<file path="config.mk">
export PLATFORM = sky130hd
export DESIGN_NAME = tge_link_monitor
export DESIGN_NICKNAME = d
export VERILOG_FILES = /design/src/rtl/tge_mon_pkg.sv /design/src/rtl/tge_act_stretch.sv /design/src/rtl/tge_link_monitor.sv
export SDC_FILE = /design/constraint.sdc
export NUM_CORES = 2
export LEC_CHECK = 0
export BUFFER_PORTS_ARGS = -buffer_cell sky130_fd_sc_hd__buf_2
export CAP_MARGIN = 20
export CORE_MARGIN = 10
export CORE_UTILIZATION = 59
export CTS_CLUSTER_SIZE = 25
export DETAILED_ROUTE_END_ITERATION = 8
export GPL_ROUTABILITY_DRIVEN = 0
export PLACE_DENSITY = 0.83
export SLEW_MARGIN = 20
export SYNTH_ARGS = -nofsm -noshare
export SYNTH_HDL_FRONTEND = slang
export SYNTH_SLANG_ARGS = --single-unit
</file>
<file path="constraint.sdc">
create_clock -name clk -period 2.8 [get_ports clk]
set_clock_uncertainty 0.05 [all_clocks]
set_input_delay 0.14 -clock clk [delete_from_list [all_inputs] [get_ports clk]]
set_output_delay 0.14 -clock clk [all_outputs]
set_load 0.02 [all_outputs]
</file>
<file path="src/rtl/tge_mon_pkg.sv">
// Shared constants for the 10GbE link/activity monitor.
// Counter indices, XAUI lane-status field location and a lane check helper.
package tge_mon_pkg;

    typedef enum logic [1:0] {
        CNT_RX_GOOD   = 2'd0,
        CNT_RX_BAD    = 2'd1,
        CNT_TX        = 2'd2,
        CNT_LINK_DOWN = 2'd3
    } cnt_idx_e;

    localparam int NUM_CNT = 4;

    localparam logic [4:0] PHY_LANES_UP = 5'b11111;
    localparam int PHY_LANE_LO = 2;
    localparam int PHY_LANE_HI = 6;

    function automatic logic lanes_ok(input logic [4:0] lanes);
        return lanes == PHY_LANES_UP;
    endfunction

endpackage

</file>
<file path="src/rtl/tge_act_stretch.sv">
// Activity stretcher: a trigger loads all-ones, then counts down while MSB is set.
// Ports: clk, rst (sync, active-high), trig (strobe), out (stretched MSB).
module tge_act_stretch #(
    parameter int LED_WIDTH = 26
) (
    input  logic clk,
    input  logic rst,
    input  logic trig,
    output logic out
);

    logic [LED_WIDTH-1:0] cnt;

    always_ff @(posedge clk) begin
        if (rst) begin
            cnt <= '0;
        end else if (trig) begin
            cnt <= '1;
        end else if (cnt[LED_WIDTH-1]) begin
            cnt <= cnt - LED_WIDTH'(1);
        end
    end

    assign out = cnt[LED_WIDTH-1];

endmodule

</file>
<file path="src/rtl/tge_link_monitor.sv">
// Multi-channel 10GbE link monitor: debounced link-up, LED stretchers, event counters.
// Ports: clk, rst, phy_status, rx_good_frame, rx_bad_frame, tx_start, stat_rd,
//        stat_addr, stat_clr_all -> stat_data, stat_valid, link_up, link_change, led_*.
module tge_link_monitor
    import tge_mon_pkg::*;
#(
    parameter int NUM_CHANNELS  = 4,
    parameter int LED_WIDTH     = 26,
    parameter int CNT_WIDTH     = 32,
    parameter int UP_HOLDOFF    = 1024,
    parameter int CLEAR_ON_READ = 0
) (
    input  logic                          clk,
    input  logic                          rst,
    input  logic [32*NUM_CHANNELS-1:0]    phy_status,
    input  logic [NUM_CHANNELS-1:0]       rx_good_frame,
    input  logic [NUM_CHANNELS-1:0]       rx_bad_frame,
    input  logic [NUM_CHANNELS-1:0]       tx_start,
    input  logic                          stat_rd,
    input  logic [$clog2(NUM_CHANNELS)+1:0] stat_addr,
    input  logic                          stat_clr_all,
    output logic [CNT_WIDTH-1:0]          stat_data,
    output logic                          stat_valid,
    output logic [NUM_CHANNELS-1:0]       link_up,
    output logic [NUM_CHANNELS-1:0]       link_change,
    output logic [NUM_CHANNELS-1:0]       led_up,
    output logic [NUM_CHANNELS-1:0]       led_rx,
    output logic [NUM_CHANNELS-1:0]       led_tx
);

    localparam int AW = $clog2(NUM_CHANNELS) + 2;
    localparam int HW = (UP_HOLDOFF > 0) ? $clog2(UP_HOLDOFF + 1) : 1;
    localparam logic [HW-1:0] HOLD_MAX = HW'(UP_HOLDOFF);
    localparam int NCNT = NUM_CHANNELS * NUM_CNT;

    logic [NUM_CHANNELS-1:0] phy_ok;
    logic [NUM_CHANNELS-1:0] phy_ok_q;
    logic [NUM_CHANNELS-1:0] rx_good_q;
    logic [NUM_CHANNELS-1:0] rx_bad_q;
    logic [NUM_CHANNELS-1:0] tx_q;
    logic [NUM_CHANNELS-1:0] link_up_prev;
    logic [NUM_CHANNELS-1:0] link_fall;
    logic [NUM_CHANNELS-1:0] rx_msb;
    logic [NUM_CHANNELS-1:0] tx_msb;
    logic [NUM_CHANNELS-1:0] dn_msb;
    logic [CNT_WIDTH-1:0]    cnt_all [NCNT];
    logic [CNT_WIDTH-1:0]    rd_val;

    // Only the lane-sync bits of each status word matter here.
    logic unused_phy;
    assign unused_phy = ^phy_status;

    // Trigger stage: every input strobe is registered once before use.
    always_ff @(posedge clk) begin
        if (rst) begin
            phy_ok_q  <= '0;
            rx_good_q <= '0;
            rx_bad_q  <= '0;
            tx_q      <= '0;
        end else begin
            phy_ok_q  <= phy_ok;
            rx_good_q <= rx_good_frame;
            rx_bad_q  <= rx_bad_frame;
            tx_q      <= tx_start;
        end
    end

    // link_fall is seen in the first cycle link_up is low.
    assign link_fall = link_up_prev & ~link_up;

    for (genvar n = 0; n < NUM_CHANNELS; n++) begin : g_ch
        logic [HW-1:0]      hold_cnt;
        logic               link_r;
        logic [NUM_CNT-1:0] evt;

        assign phy_ok[n] = lanes_ok(phy_status[32*n+PHY_LANE_HI -: 5]);

        // Any bad status sample restarts the holdoff; link_up rises
        // in the same cycle the count reaches UP_HOLDOFF.
        always_ff @(posedge clk) begin
            if (rst || !phy_ok_q[n]) begin
                hold_cnt <= '0;
                link_r   <= 1'b0;
            end else if (hold_cnt != HOLD_MAX) begin
                hold_cnt <= hold_cnt + HW'(1);
                link_r   <= (hold_cnt + HW'(1)) == HOLD_MAX;
            end else begin
                link_r   <= 1'b1;
            end
        end

        assign link_up[n] = link_r;

        tge_act_stretch #(.LED_WIDTH(LED_WIDTH)) u_rx (
            .clk  (clk),
            .rst  (rst),
            .trig (rx_good_q[n]),
            .out  (rx_msb[n])
        );

        tge_act_stretch #(.LED_WIDTH(LED_WIDTH)) u_tx (
            .clk  (clk),
            .rst  (rst),
            .trig (tx_q[n]),
            .out  (tx_msb[n])
        );

        tge_act_stretch #(.LED_WIDTH(LED_WIDTH)) u_dn (
            .clk  (clk),
            .rst  (rst),
            .trig (~phy_ok_q[n]),
            .out  (dn_msb[n])
        );

        assign evt[CNT_RX_GOOD]   = rx_good_q[n];
        assign evt[CNT_RX_BAD]    = rx_bad_q[n];
        assign evt[CNT_TX]        = tx_q[n];
        assign evt[CNT_LINK_DOWN] = link_fall[n];

        for (genvar k = 0; k < NUM_CNT; k++) begin : g_cnt
            logic [CNT_WIDTH-1:0] cnt;
            logic                 rd_hit;

            assign rd_hit = stat_rd && (stat_addr == AW'(n * NUM_CNT + k));

            // clr_all beats everything; clear-on-read keeps a
            // coincident event so nothing is lost.
            always_ff @(posedge clk) begin
                if (rst || stat_clr_all) begin
                    cnt <= '0;
                end else if (CLEAR_ON_READ != 0 && rd_hit) begin
                    cnt <= evt[k] ? CNT_WIDTH'(1) : '0;
                end else if (evt[k] && cnt != '1) begin
                    cnt <= cnt + CNT_WIDTH'(1);
                end
            end

            assign cnt_all[n*NUM_CNT+k] = cnt;
        end
    end

    // Addresses past the last channel match nothing and read 0.
    always_comb begin
        rd_val = '0;
        for (int i = 0; i < NCNT; i++) begin
            if (stat_addr == AW'(i)) begin
                rd_val = cnt_all[i];
            end
        end
    end

    always_ff @(posedge clk) begin
        if (rst) begin
            stat_data  <= '0;
            stat_valid <= 1'b0;
        end else begin
            stat_valid <= stat_rd;
            if (stat_rd) begin
                stat_data <= rd_val;
            end
        end
    end

    always_ff @(posedge clk) begin
        if (rst) begin
            link_up_prev <= '0;
            link_change  <= '0;
            led_up       <= '0;
            led_rx       <= '0;
            led_tx       <= '0;
        end else begin
            link_up_prev <= link_up;
            link_change  <= link_up ^ link_up_prev;
            led_up       <= link_up & ~dn_msb;
            led_rx       <= rx_msb;
            led_tx       <= tx_msb;
        end
    end

endmodule

</file>
== Yosys cells after proc, flatten, opt, wreduce, memory -nomap -nowiden ==
Index checks and enable logic that the tools add are counted.

* Add/subtract/negate cells: 32
* Equal/unequal tests: 47
* Multiplexer cells: 44
* Bitwise gates (word level): 5
* Reduce and logical (&&, ||, !) cells: 34

{| class="wikitable"
|+ Operators with widths
! cell !! number
|-
| $mux 26 || 24
|-
| $add 32x1->32 const B || 16
|-
| $mux 32 || 16
|-
| $ne 32x32->1 const B || 16
|-
| $sub 26x1->26 const B || 12
|-
| $add 11x1->11 const B || 4
|-
| $eq 11x11->1 const B || 4
|-
| $ne 11x11->1 const B || 4
|-
| $eq 4x4->1 const B || 8
|-
| $eq 5x5->1 const B || 4
|-
| $eq 4x3->1 const B || 4
|-
| $logic_and 1x1->1 || 16
|-
| $reduce_bool 2->1 || 8
|-
| $and 4x4->4 || 2
|-
| $eq 4x2->1 const B || 2
|-
| $ne 2x1->1 const B || 4
|-
| $not 4->4 || 2
|-
| $logic_or 1x1->1 || 5
|-
| $eq 4x1->1 const B || 1
|-
| $logic_not 1->1 || 4
|-
| $logic_not 4->1 || 1
|-
| $mux 1 || 4
|-
| $xor 4x4->4 || 1
|}

* Register bits after elaboration: 941
* Bits of input ports: 148
* Output and inout bits: 53
* Word-level logic and storage cells: 221

== Longest topological paths before layout ==
* Word-level depth: 17
* Mapped depth: 11
* Gate-level depth less buffers: 8

== By module ==
Synthesis repeated with hierarchy kept, for this count alone.

* Cell total of the unflattened synthesis: 5671
* Area total of the unflattened synthesis: 47650.7 um^2

{| class="wikitable"
|+ By module, submodules not included
! module !! instances !! cells an instance !! area an instance (um^2) !! seq. area each (um^2)
|-
| tge_link_monitor || 1 || 4053 || 33056.7 || 12592.1
|-
| tge_act_stretch at g_ch[0].u_dn ... || 11 || 134 || 1212.4 || 520.5
|-
| tge_act_stretch at g_ch[2].u_rx || 1 || 144 || 1257.5 || 520.5
|}

== Least setup slack after synthesis ==
Ideal clock, no wire load.

* Path type: flip-flop to flip-flop
* Start point: register g_ch[1].u_tx.cnt[5]
* End point: register g_ch[1].u_tx.cnt[14]
* Library setup time: 0.070 ns
* Arrival: 2.241 ns
* Required time: 2.680 ns
* Slack: 0.438 ns
* Stages on the path, launching flop included: 8
* Path buffers: 1
* Clock period less this slack: 2.362 ns
* Path through: dfxtp_1 > or4_4 > or3_4 > or2_1 > buf_6 > or4_4 > xor2_1 > a21oi_1

* Longest elaborated chain between the ends: 3

{| class="wikitable"
|+ RTL lines
! item !! RTL line !! RTL
|-
| start, declared || tge_act_stretch.sv:12 || <nowiki>logic [LED_WIDTH-1:0] cnt;</nowiki>
|-
| start signal, assigned || tge_act_stretch.sv:20 || <nowiki>cnt <= cnt - LED_WIDTH'(1);</nowiki>
|-
| $sub 26x1->26 || tge_act_stretch.sv:20 ||
|-
| $mux 26 || tge_act_stretch.sv:19 || <nowiki>end else if (cnt[LED_WIDTH-1]) begin</nowiki>
|-
| $mux 26 || tge_act_stretch.sv:17 || <nowiki>end else if (trig) begin</nowiki>
|}

Every way passes these cells. The select of a mux whose other input is x is not followed.
A chain may end at the register's enable or synchronous reset.

== Final worst setup path ==
* Start point: register g_ch[3].link_r
* End point: register g_ch[3].g_cnt[3].cnt[30]

* Longest elaborated chain between the ends: 3

{| class="wikitable"
|+ RTL lines
! item !! RTL line !! RTL
|-
| start, declared || tge_link_monitor.sv:73 || <nowiki>logic link_r;</nowiki>
|-
| start signal, assigned || tge_link_monitor.sv:83 || <nowiki>link_r <= 1'b0;</nowiki>
|-
| start signal, assigned || tge_link_monitor.sv:86 || <nowiki>link_r <= (hold_cnt + HW'(1)) == HOLD_MAX;</nowiki>
|-
| start signal, assigned || tge_link_monitor.sv:88 || <nowiki>link_r <= 1'b1;</nowiki>
|-
| $not 4->4 || tge_link_monitor.sv:69 || <nowiki>assign link_fall = link_up_prev & ~link_up;</nowiki>
|-
| $and 4x4->4 || tge_link_monitor.sv:69 ||
|-
| $logic_and 1x1->1 || tge_link_monitor.sv:133 || <nowiki>end else if (evt[k] && cnt != '1) begin</nowiki>
|-
| end signal, assigned || tge_link_monitor.sv:132 || <nowiki>cnt <= evt[k] ? CNT_WIDTH'(1) : '0;</nowiki>
|-
| end signal, assigned || tge_link_monitor.sv:134 || <nowiki>cnt <= cnt + CNT_WIDTH'(1);</nowiki>
|-
| end, declared || tge_link_monitor.sv:121 || <nowiki>logic [CNT_WIDTH-1:0] cnt;</nowiki>
|}

Every way passes these cells.

==> flow_metrics.env <==
export IMPL_core_area_mm2=0.0787
export IMPL_ys_seq_area_share_pct=40.3
export IMPL_netlist_instances=5639
export IMPL_drc=10
export IMPL_num_io_pins=201
export IMPL_synth_area_leaders="dfxtp_1 (40%), xor2_1 (6.7%), xnor2_1 (6.6%), nor2_1 (5.7%), a21oi_1 (5.0%)"
export IMPL_rsz0062_at_grt="false"
export IMPL_stdcell_count=6820
export IMPL_pwr_density_cell_mw_per_mm2=573
export IMPL_worstSetupEndpointType="register"
export IMPL_crit_start="g_ch[3].link_r$_SDFF_PP0_"
export IMPL_ys_seq_elements=941
export IMPL_finalCritPeriodShare_pct=92.2
export IMPL_r2r_cells=7
export IMPL_setup_viol=0
export IMPL_async_flop_share_pct=0
export IMPL_cts_buffers=96
export IMPL_yosysMostFrequentCell="dfxtp_1"
export IMPL_drt_pass1_iter_count=9
export IMPL_grt_antenna_before_repair=5
export IMPL_startpoint_type="register"
export IMPL_dp_hpwl_um=94500
export IMPL_syn_area_mm2=0.0467
export IMPL_critPathRequiredTime_ns=3.36
export IMPL_cts_htree_levels=3
export IMPL_slew_violations=0
export IMPL_cts_setup_buffers=0
export IMPL_synth_enable_flop_cells=0
export IMPL_initial_core_util_pct=59.3
export IMPL_r2r_start="g_ch[3].link_r$_SDFF_PP0_"
export IMPL_drtIter0Drc=5060
export IMPL_die_area_mm2=0.0908
export IMPL_overflow=0
export IMPL_root_buffer="clkbuf_16"
export IMPL_insertion_delay_ns=0.69
export IMPL_fin_crit_ns=2.58
export IMPL_drt_wl_total_um=134000
export IMPL_min_path_type="input pin to register"
export IMPL_diodes=0
export IMPL_synth_warnings=0
export IMPL_io_buffers=92
export IMPL_wire_per_inst_um=19.7
export IMPL_setup_tns_final_ns=0
export IMPL_first_global_vias=39900
export IMPL_maxSlewHeadroom_pct=27.7
export IMPL_yosys_area_top_type="dfxtp_1"
export IMPL_status="finished with violations"
export IMPL_yosys_top_cells_count="dfxtp_1 (941), nor2_1 (713), a21oi_1 (464), nand2_1 (383), xor2_1 (355)"
export IMPL_synth_flop_cell="dfxtp_1"
export IMPL_route_vias_total=42900
export IMPL_finalNetCount=5886
export IMPL_grt_start_max_net_pins=110
export IMPL_failed_checks="design-rule violations"
export IMPL_tightest_slew_ns=1.08
export IMPL_synthesis_nets=5827
export IMPL_worstHoldPathCells=4
export IMPL_power_leakage_nw=17.4
export IMPL_clock_sinks=941
export IMPL_arrival_ns=3.14
export IMPL_syn2layout_area_growth_pct=11.7
export IMPL_cts_reportedPaths_clkPinSlew_ns=0.06
export IMPL_grt_usage_pct=28.4
export IMPL_fmax_mhz=387
export IMPL_total_power_mw=29.9
export IMPL_syn_avg_cell_area_um2=8.28
export IMPL_irDropWorstVdd_v=0.000583
export IMPL_viasPerCell=6.29
export IMPL_die_w_um=301
export IMPL_grt_pass1_wl_um=212000
export IMPL_fill_cells=6251
export IMPL_ant_nets=0
export IMPL_hold_viol_final=0
export IMPL_synth_top_area_share_pct=40.3
export IMPL_placementRows=103
export IMPL_clock_path_buffers=3
export IMPL_critPathKind="register to register"
export IMPL_min_from="stat_rd"
export IMPL_dp_cells=6623
export IMPL_die_h_um=301
export IMPL_cp_max_fo=6
export IMPL_final_layout_size_suffix_gt1_share_pct=8.28
export IMPL_cap_viol_max_count=0
export IMPL_cts_tree="yes"
export IMPL_synthDistinctLibCells=81
==> critical path: stages (launching register included) <==
cell     delay (ns)
dfxtp_1        0.30
inv_1          0.09
ha_1           0.42
nand2_1        0.20
or2_2          0.32
or4_1          0.63
or3_1          0.35
a21oi_1        0.15
==> timing repair <==
item                                   CTS  global route
endpoints found under the hold margin   46             0
setup endpoints to repair                0             6
hold buffers                            27             0
gates resized for setup                  0             2
==> power by group <==
group | total [mW] | internal (mW) | switching, mW
logic | 2.14 | 0.829 | 1.31
clock network | 13.6 | 7.98 | 5.60
registers | 14.2 | 13.8 | 0.394
==> sequential cells by signal, indices dropped and copies added (netlist names) <==
signal,cells
led_rx,4
led_up,4
rx_good_q,4
led_tx,4
g_ch.link_r,4
rx_bad_q,4
g_ch.u_dn.cnt,104
g_ch.hold_cnt,44
stat_data,32
g_ch.u_tx.cnt,104
link_change,4
g_ch.g_cnt.cnt,512
phy_ok_q,4
g_ch.u_rx.cnt,104
tx_q,4
link_up_prev,4
stat_valid,1
==> routing by layer <==
| metal | part of all wire (%) | track usage, % | vias up |
|---|---|---|---|
| met3 | 11 | 8.69 | 510 |
| met1 | 39 | 35.2 | 20100 |
| met4 | 6.4 | 16.1 | 8 |
| li1 | - | - | 20300 |
| met2 | 43 | 43.3 | 2037 |
| met5 | 0.051 | 0 | - |
==> cells by family (layout without fill, tap and decap cells) <==
group           after synthesis  count (layout)  synth area share, %
simple gates               2441            2441                 26.6
buf+inv                     409             540                 3.36
mux                          95              95                 2.44
fa+ha+maj                    40              40                 1.07
compound gates             1004            1004                 12.9
flops                       941             941                 40.3
xor+xnor                    709             709                 13.3
==> per-stage QoR <==
| step | area [µm²] | utilization, % | setup WS, ns | hold slack (ns) |
|---|---|---|---|---|
| final | 52200 | 66.3 | 0.218 | 0.0439 |
| after floorplan | 46700 | - | 0.438 | 0.218 |
| after detailed placement | 48600 | 61.7 | 0.224 | 0.305 |
| after global placement | 48600 | 61.7 | 0.301 | 0.309 |
| after CTS | 52200 | 66.2 | 0.162 | 0.00883 |
| after global routing | 52200 | 66.3 | 0.0874 | 0.0558 |
==> final cells by class <==
cell class	count	area, µm²	share of cell area [%]
inverters	110	413	0.791
multi-input cells	4289	26300	50.5
clock buffers	126	2650	5.07
clock inverters	44	684	1.31
repair buffers	260	1950	3.74
flip-flops and latches	941	18800	36.1
well taps	1050	1310	2.52
==> final timing paths <==
path | endpoint | slack (ns)
min | stat_data[21]$_SDFFE_PP0P_ | 0.04
min reg2reg | link_up_prev[0]$_SDFF_PP0_ | 0.43
max reg2reg | g_ch[3].g_cnt[3].cnt[30]$_SDFFE_PP0P_ | 0.22
max | g_ch[3].g_cnt[3].cnt[30]$_SDFFE_PP0P_ | 0.22
==> cells in the final DEF, fill, tap and decap left out, types with 40 or more instances in the layout <==
master     instances
nor4_1            94
or3_1            118
ha_1              40
clkbuf_16         96
nand4_1          203
or4_1             46
and3_1           109
xor2_1           355
mux2i_1           51
nor2_1           711
and4_1            78
buf_4            130
nor3_1           190
buf_2             89
dfxtp_1          941
a21oi_1          464
o21ai_0          200
nand2_1          383
nand3_1          274
inv_1            104
xnor2_1          354
Power figures use the tool's default switching activity.
